File: src/rtl/ahb_mtx_pkg.sv
// ahb_mtx_pkg
//   Encodings shared by the bus-matrix input and output stages: AHB transfer
//   types, the INCR burst code used when a held SEQ is replayed, response
//   codes and the input-stage FSM state constants.
package ahb_mtx_pkg;

  localparam logic [1:0] HTRANS_IDLE   = 2'b00;
  localparam logic [1:0] HTRANS_BUSY   = 2'b01;
  localparam logic [1:0] HTRANS_NONSEQ = 2'b10;
  localparam logic [1:0] HTRANS_SEQ    = 2'b11;

  localparam logic [2:0] HBURST_INCR   = 3'b001;

  localparam logic       HRESP_OKAY    = 1'b0;
  localparam logic       HRESP_ERROR   = 1'b1;

  // Input-stage FSM states, kept as plain constants for legacy tools.
  localparam logic [1:0] ST_IDLE = 2'd0;
  localparam logic [1:0] ST_PEND = 2'd1;
  localparam logic [1:0] ST_DATA = 2'd2;

  // NONSEQ and SEQ both carry a real transfer; IDLE and BUSY do not.
  function automatic logic trans_active(input logic [1:0] trans);
    return trans[1];
  endfunction

endpackage

File: src/rtl/ahb_mtx_addr_hold.sv
// ahb_mtx_addr_hold
//   One-entry address-phase register for the input stage. Loads the live
//   master address phase when capture is high and presents it back.
//   Ports:
//     HCLK, HRESET        clock, synchronous active-high reset
//     capture             load the *_i fields this cycle
//     *_i                 live master address-phase fields
//     *_o                 held address phase, as presented to the matrix
module ahb_mtx_addr_hold
  import ahb_mtx_pkg::*;
#(
  parameter int ADDR_W = 32
) (
  input  logic              HCLK,
  input  logic              HRESET,
  input  logic              capture,
  input  logic [ADDR_W-1:0] addr_i,
  input  logic [1:0]        trans_i,
  input  logic              write_i,
  input  logic [2:0]        size_i,
  input  logic [2:0]        burst_i,
  input  logic [3:0]        prot_i,
  input  logic              lock_i,
  output logic [ADDR_W-1:0] addr_o,
  output logic [1:0]        trans_o,
  output logic              write_o,
  output logic [2:0]        size_o,
  output logic [2:0]        burst_o,
  output logic [3:0]        prot_o,
  output logic              lock_o
);

  logic [ADDR_W-1:0] addr_q,  addr_d;
  logic [1:0]        trans_q, trans_d;
  logic              write_q, write_d;
  logic [2:0]        size_q,  size_d;
  logic [2:0]        burst_q, burst_d;
  logic [3:0]        prot_q,  prot_d;
  logic              lock_q,  lock_d;

  always_comb begin
    addr_d  = addr_q;
    trans_d = trans_q;
    write_d = write_q;
    size_d  = size_q;
    burst_d = burst_q;
    prot_d  = prot_q;
    lock_d  = lock_q;
    if (capture) begin
      addr_d  = addr_i;
      trans_d = trans_i;
      write_d = write_i;
      size_d  = size_i;
      burst_d = burst_i;
      prot_d  = prot_i;
      lock_d  = lock_i;
    end
  end

  always_ff @(posedge HCLK) begin
    if (HRESET) begin
      addr_q  <= '0;
      trans_q <= HTRANS_IDLE;
      write_q <= 1'b0;
      size_q  <= '0;
      burst_q <= '0;
      prot_q  <= '0;
      lock_q  <= 1'b0;
    end else begin
      addr_q  <= addr_d;
      trans_q <= trans_d;
      write_q <= write_d;
      size_q  <= size_d;
      burst_q <= burst_d;
      prot_q  <= prot_d;
      lock_q  <= lock_d;
    end
  end

  // A held SEQ may reach a slave that never saw the earlier beats of its
  // burst (the grant can move between beats), so it is replayed as the
  // start of an undefined-length INCR burst.
  logic held_seq;
  assign held_seq = (trans_q == HTRANS_SEQ);

  assign addr_o  = addr_q;
  assign trans_o = held_seq ? HTRANS_NONSEQ : trans_q;
  assign write_o = write_q;
  assign size_o  = size_q;
  assign burst_o = held_seq ? HBURST_INCR : burst_q;
  assign prot_o  = prot_q;
  assign lock_o  = lock_q;

endmodule

File: src/rtl/ahb_mtx_in_stage.sv
// ahb_mtx_in_stage
//   Bus-matrix input stage for one AHB master port. Forwards address phases
//   straight through when the output stage grants this port, otherwise holds
//   one phase and stalls the master until the grant arrives. Routes the
//   selected slave's HREADY/HRESP back during the owned data phase.
//   Ports:
//     HCLK, HRESET           clock, synchronous active-high reset
//     HSELS..HMASTLOCKS      master address phase, HREADYS bus-level ready
//     HREADYOUTS, HRESPS     ready/response returned to the master
//     req_port               request to the output-stage arbiter
//     HADDRM..HMASTLOCKM     address phase presented to the output stage
//     active_ob              output stage currently selects this port
//     HREADYM, HRESPM        ready/response from the selected slave
//
//   state | meaning
//   IDLE  | no held phase, no owned data phase; master sees ready/OKAY
//   PEND  | held address phase waiting for grant; master stalled
//   DATA  | data phase in progress through the output stage
module ahb_mtx_in_stage
  import ahb_mtx_pkg::*;
#(
  parameter int ADDR_W = 32
) (
  input  logic              HCLK,
  input  logic              HRESET,
  input  logic              HSELS,
  input  logic [ADDR_W-1:0] HADDRS,
  input  logic [1:0]        HTRANSS,
  input  logic              HWRITES,
  input  logic [2:0]        HSIZES,
  input  logic [2:0]        HBURSTS,
  input  logic [3:0]        HPROTS,
  input  logic              HMASTLOCKS,
  input  logic              HREADYS,
  output logic              HREADYOUTS,
  output logic              HRESPS,
  output logic              req_port,
  output logic [ADDR_W-1:0] HADDRM,
  output logic [1:0]        HTRANSM,
  output logic              HWRITEM,
  output logic [2:0]        HSIZEM,
  output logic [2:0]        HBURSTM,
  output logic [3:0]        HPROTM,
  output logic              HMASTLOCKM,
  input  logic              active_ob,
  input  logic              HREADYM,
  input  logic              HRESPM
);

  logic [1:0] state_q, state_d;
  logic       vld;
  logic       addr_free;
  logic       direct_ok;
  logic       capture;
  logic       pend;

  logic [ADDR_W-1:0] hold_addr;
  logic [1:0]        hold_trans;
  logic              hold_write;
  logic [2:0]        hold_size;
  logic [2:0]        hold_burst;
  logic [3:0]        hold_prot;
  logic              hold_lock;

  assign vld       = HSELS & HREADYS & trans_active(HTRANSS);
  // A new address phase can be taken when nothing is held and no data
  // phase is still waiting on the slave.
  assign addr_free = (state_q == ST_IDLE) | ((state_q == ST_DATA) & HREADYM);
  assign direct_ok = active_ob & HREADYM;
  assign capture   = addr_free & vld & ~direct_ok;
  assign pend      = (state_q == ST_PEND);

  always_comb begin
    state_d = state_q;
    if (pend) begin
      if (direct_ok) state_d = ST_DATA;
    end else if (addr_free) begin
      if (vld) state_d = direct_ok ? ST_DATA : ST_PEND;
      else     state_d = ST_IDLE;
    end
  end

  always_ff @(posedge HCLK) begin
    if (HRESET) state_q <= ST_IDLE;
    else        state_q <= state_d;
  end

  ahb_mtx_addr_hold #(
    .ADDR_W (ADDR_W)
  ) u_addr_hold (
    .HCLK    (HCLK),
    .HRESET  (HRESET),
    .capture (capture),
    .addr_i  (HADDRS),
    .trans_i (HTRANSS),
    .write_i (HWRITES),
    .size_i  (HSIZES),
    .burst_i (HBURSTS),
    .prot_i  (HPROTS),
    .lock_i  (HMASTLOCKS),
    .addr_o  (hold_addr),
    .trans_o (hold_trans),
    .write_o (hold_write),
    .size_o  (hold_size),
    .burst_o (hold_burst),
    .prot_o  (hold_prot),
    .lock_o  (hold_lock)
  );

  // Depends on master inputs and state only, never on HREADYOUTS.
  assign req_port = pend | vld;

  always_comb begin
    HADDRM     = HADDRS;
    HTRANSM    = HTRANSS;
    HWRITEM    = HWRITES;
    HSIZEM     = HSIZES;
    HBURSTM    = HBURSTS;
    HPROTM     = HPROTS;
    HMASTLOCKM = HMASTLOCKS;
    if (pend) begin
      HADDRM     = hold_addr;
      HTRANSM    = hold_trans;
      HWRITEM    = hold_write;
      HSIZEM     = hold_size;
      HBURSTM    = hold_burst;
      HPROTM     = hold_prot;
      HMASTLOCKM = hold_lock;
    end
  end

  always_comb begin
    HREADYOUTS = 1'b1;
    HRESPS     = HRESP_OKAY;
    case (state_q)
      ST_PEND: begin
        HREADYOUTS = 1'b0;
        HRESPS     = HRESP_OKAY;
      end
      ST_DATA: begin
        HREADYOUTS = HREADYM;
        HRESPS     = HRESPM;
      end
      default: begin
        HREADYOUTS = 1'b1;
        HRESPS     = HRESP_OKAY;
      end
    endcase
  end

endmodule

File: config.mk
export PLATFORM = sky130hd
export DESIGN_NAME = ahb_mtx_in_stage
export DESIGN_NICKNAME = d
export VERILOG_FILES = /design/src/rtl/ahb_mtx_pkg.sv /design/src/rtl/ahb_mtx_addr_hold.sv /design/src/rtl/ahb_mtx_in_stage.sv
export SDC_FILE = /design/constraint.sdc
export NUM_CORES = 1
export LEC_CHECK = 0
export ABC_AREA = 1
export CORE_ASPECT_RATIO = 1.1
export CORE_MARGIN = 2
export CORE_UTILIZATION = 40
export CTS_BUF_LIST = sky130_fd_sc_hd__clkbuf_4
export DETAILED_ROUTE_END_ITERATION = 10
export PLACE_DENSITY = 0.75
export SLEW_MARGIN = 20
export SYNTH_ARGS = -nofsm -noshare
export SYNTH_HDL_FRONTEND = slang
export SYNTH_HIERARCHICAL = 1
export SYNTH_SLANG_ARGS = --single-unit
File: constraint.sdc
create_clock -name HCLK -period 2 [get_ports HCLK]
set_input_delay 0.4 -clock HCLK [delete_from_list [all_inputs] [get_ports HCLK]]
set_output_delay 0.4 -clock HCLK [all_outputs]
set_load 0.02 [all_outputs]
==> metrics.cfg <==
[synthesis]
synth_cell_type_count=15
synth-seq-area-share_pct=34.4
synthCells=477
yosysTopAreaCellShare_pct=34.4
synth_flop_cell=dfxtp_1
synth_edf_count=0
synthesis.nets=530
netlist_area_um2=2800
synthTopCellsByCount=nand2_1, nor2_1, inv_1
ys_seq_elements=48
avgSynthCellArea_um2=5.86
yosysTopAreaCell=dfxtp_1
synth_most_common_cell=nand2_1
ys_warn_count=6
async_flop_share_pct=0
synth.area.top_cells=dfxtp_1, nand2_1, nor2_1

[clocking]
cts_sinks=48
h-tree-depth=2
cts_max_path_buffers=2
ctsHoldBuffers=0
cts_root_buffer=clkbuf_4
clk_latency_ps=340
cts.clk_slew.worst_paths_ps=130
cts_tree=yes
cts_buffers=5
postCtsSetupRepairBufs=0

[placed_design]
portBuffers=101
gp_congestion=0.765
hpwl_um=4780
dpl.cell_count=645
pre_cts_slack_ps=-195

[drt]
wl_per_cell_um=10.6
routed_wl_um=6920
viasPerCell=4.54
drc=0
vias=2964
drt_first_iter_violations=120
drtPass1Iterations=5
drt.antenna.violating_nets=0

[critical_path]
critPathMaxStageDelay_ps=370
cp_common_cell=nand2_1
ff2ff_path_depth=9
rr_endpoint=u_addr_hold/addr_o[5]$_SDFFE_PP0P_
crit_chain=inv_2, nand2_2, clkbuf_16, nand2_1, nand2_1, clkbuf_2
crit_path_max_fanout=18
cp.required_ps=1600
critPathSlowestCell=dfxtp_1
r2r_slack_ps=440
cp-start-kind=register
crit_type=register to output pin
worst-path-buf-inv=3
crit_path_start=state_q[1]$_SDFFE_PP0P_
cp_data_arrival_time_ps=1420
r2r_start=state_q[1]$_SDFFE_PP0P_
crit_family=buffers and inverters
worstSetupEndpointType=output pin

[global_route]
grt_max_degree=47
grt_pass1_vias=2681
grt_usage_pct=17.7
grt_antenna_before_repair=0
overflow=0
grt_first_pass_wirelength_um=11500

[sta]
setup_viol=0
slew-limit-headroom_pct=49.3
fmax_mhz=550
layout_setup_ws_ps=182
worst_pin_slew_ps=759
hold_viol=0
period_needed_ps=1820
tns_ps=0
skew_ps=11.2
rsz0062_at_grt=false
period_share_pct=90.9
slew_violations=0

[run]
maxCapViolations=0

[worst_hold_path]
min_to=u_addr_hold/addr_o[10]$_SDFFE_PP0P_
min_path_cells=2
min_path_type=register to register
hp-start=u_addr_hold/addr_o[10]$_SDFFE_PP0P_

[outcome]
outcome=completed

[cells_and_area]
antenna_cells=0
final_util_pct=55.4
final_nets=624
syn_to_final_growth_pct=32.3
instances_no_fill=653
fillers=692
drive_gt1_share_pct=13.3

[floorplan]
coreArea_um2=6670
placementRows=31
dieArea_um2=7670
die_height_um=91.7
dieWidth_um=83.7
ios=102
start_util_pct=41.9

[power_and_ir_drop]
p_total_mw=1.96
power_density_nw_per_um2=531
vdd_drop_max_v=0.000297
p_leak_nw=1.98

-- state kept, by name (all words and copies together) (netlist names) --
register             flops
state_q                  2
u_addr_hold/write_o      1
u_addr_hold/prot_o       4
u_addr_hold/size_o       3
u_addr_hold/burst_q      3
u_addr_hold/addr_o      32
u_addr_hold/trans_q      2
u_addr_hold/lock_o       1
-- worst min-delay path: stages (launching register included) --
cell and delay (ps):
dfxtp_1 330, nor2_1 80, nor2_1 50
-- stage by stage --
stage,hold slack [ps],area [µm²]
finish,478,3700
global route,492,3700
CTS,480,3850
detailed placement,458,3870
global placement,451,3870
floorplan,442,2800
-- final cells by class --
class / instances / area [µm²] / area share [%]
clock buffers: 5 / 37.5 / 1.02
clock inverters: 2 / 7.51 / 0.203
inverters: 54 / 203 / 5.48
multi-input cells: 344 / 1370 / 37.0
flip-flops and latches: 48 / 965 / 26.1
well taps: 82 / 103 / 2.77
repair buffers: 118 / 1010 / 27.4
-- routing by layer --
| metal | GRT usage, % | wire length (µm) | share of wire (%) | vias up |
|---|---|---|---|---|
| met5 | 0 | 0 | 0 | - |
| met3 | 2.79 | 303 | 4.4 | 2 |
| li1 | - | - | - | 1590 |
| met2 | 33.5 | 3560 | 51 | 64 |
| met1 | 20.6 | 3000 | 43 | 1308 |
| met4 | 4.44 | 47 | 0.68 | 0 |
-- where the power goes --
group / switching [mW] / total, mW / internal (mW) / leakage (nW)
clock network: 0.269 / 0.392 / 0.123 / 0.0261
registers: 0.0247 / 1.02 / 1.00 / 0.392
logic: 0.300 / 0.546 / 0.245 / 1.57
total: 0.594 / 1.96 / 1.37 / 1.98
-- what timing repair did --
action / in CTS / in global routing
gates cloned: 0 / 1
resized for setup: 50 / 96
pin swaps: 0 / 0
setup endpoints to repair: 49 / 48
-- layout by cell type (no fill, tap or decap) --
cell type / count
a21oi_1: 4
and2_1: 2
buf_12: 8
buf_4: 8
clkbuf_16: 1
clkbuf_2: 48
clkbuf_4: 5
clkdlybuf4s50_1: 52
clkinv_1: 2
dfxtp_1: 47
dfxtp_4: 1
dlygate4sd2_1: 1
inv_1: 51
inv_2: 3
nand2_1: 192
nand2_2: 2
nand3_1: 47
nor2_1: 95
o21ai_0: 2
-- cell families (layout without fill, tap and decap cells) --
kind of cell	count (synthesis)	after routing	synth area share, %
compound gates	6	6	1.07
simple gates	338	338	47.9
buf+inv	85	179	16.7
flops	48	48	34.4
-- how the worst max path moves through the flow --
stage / endpoint / slack, ps / cells after the start
finish: HADDRM[20] / 180 / 6
global route: HADDRM[0] / 60 / 6
CTS: HBURSTM[2] / 0.3 / 6
detailed placement: HREADYOUTS / -200 / 6
global placement: HREADYOUTS / -170 / 6
floorplan: HADDRM[10] / 620 / 4
Power figures use the tool's default switching activity.
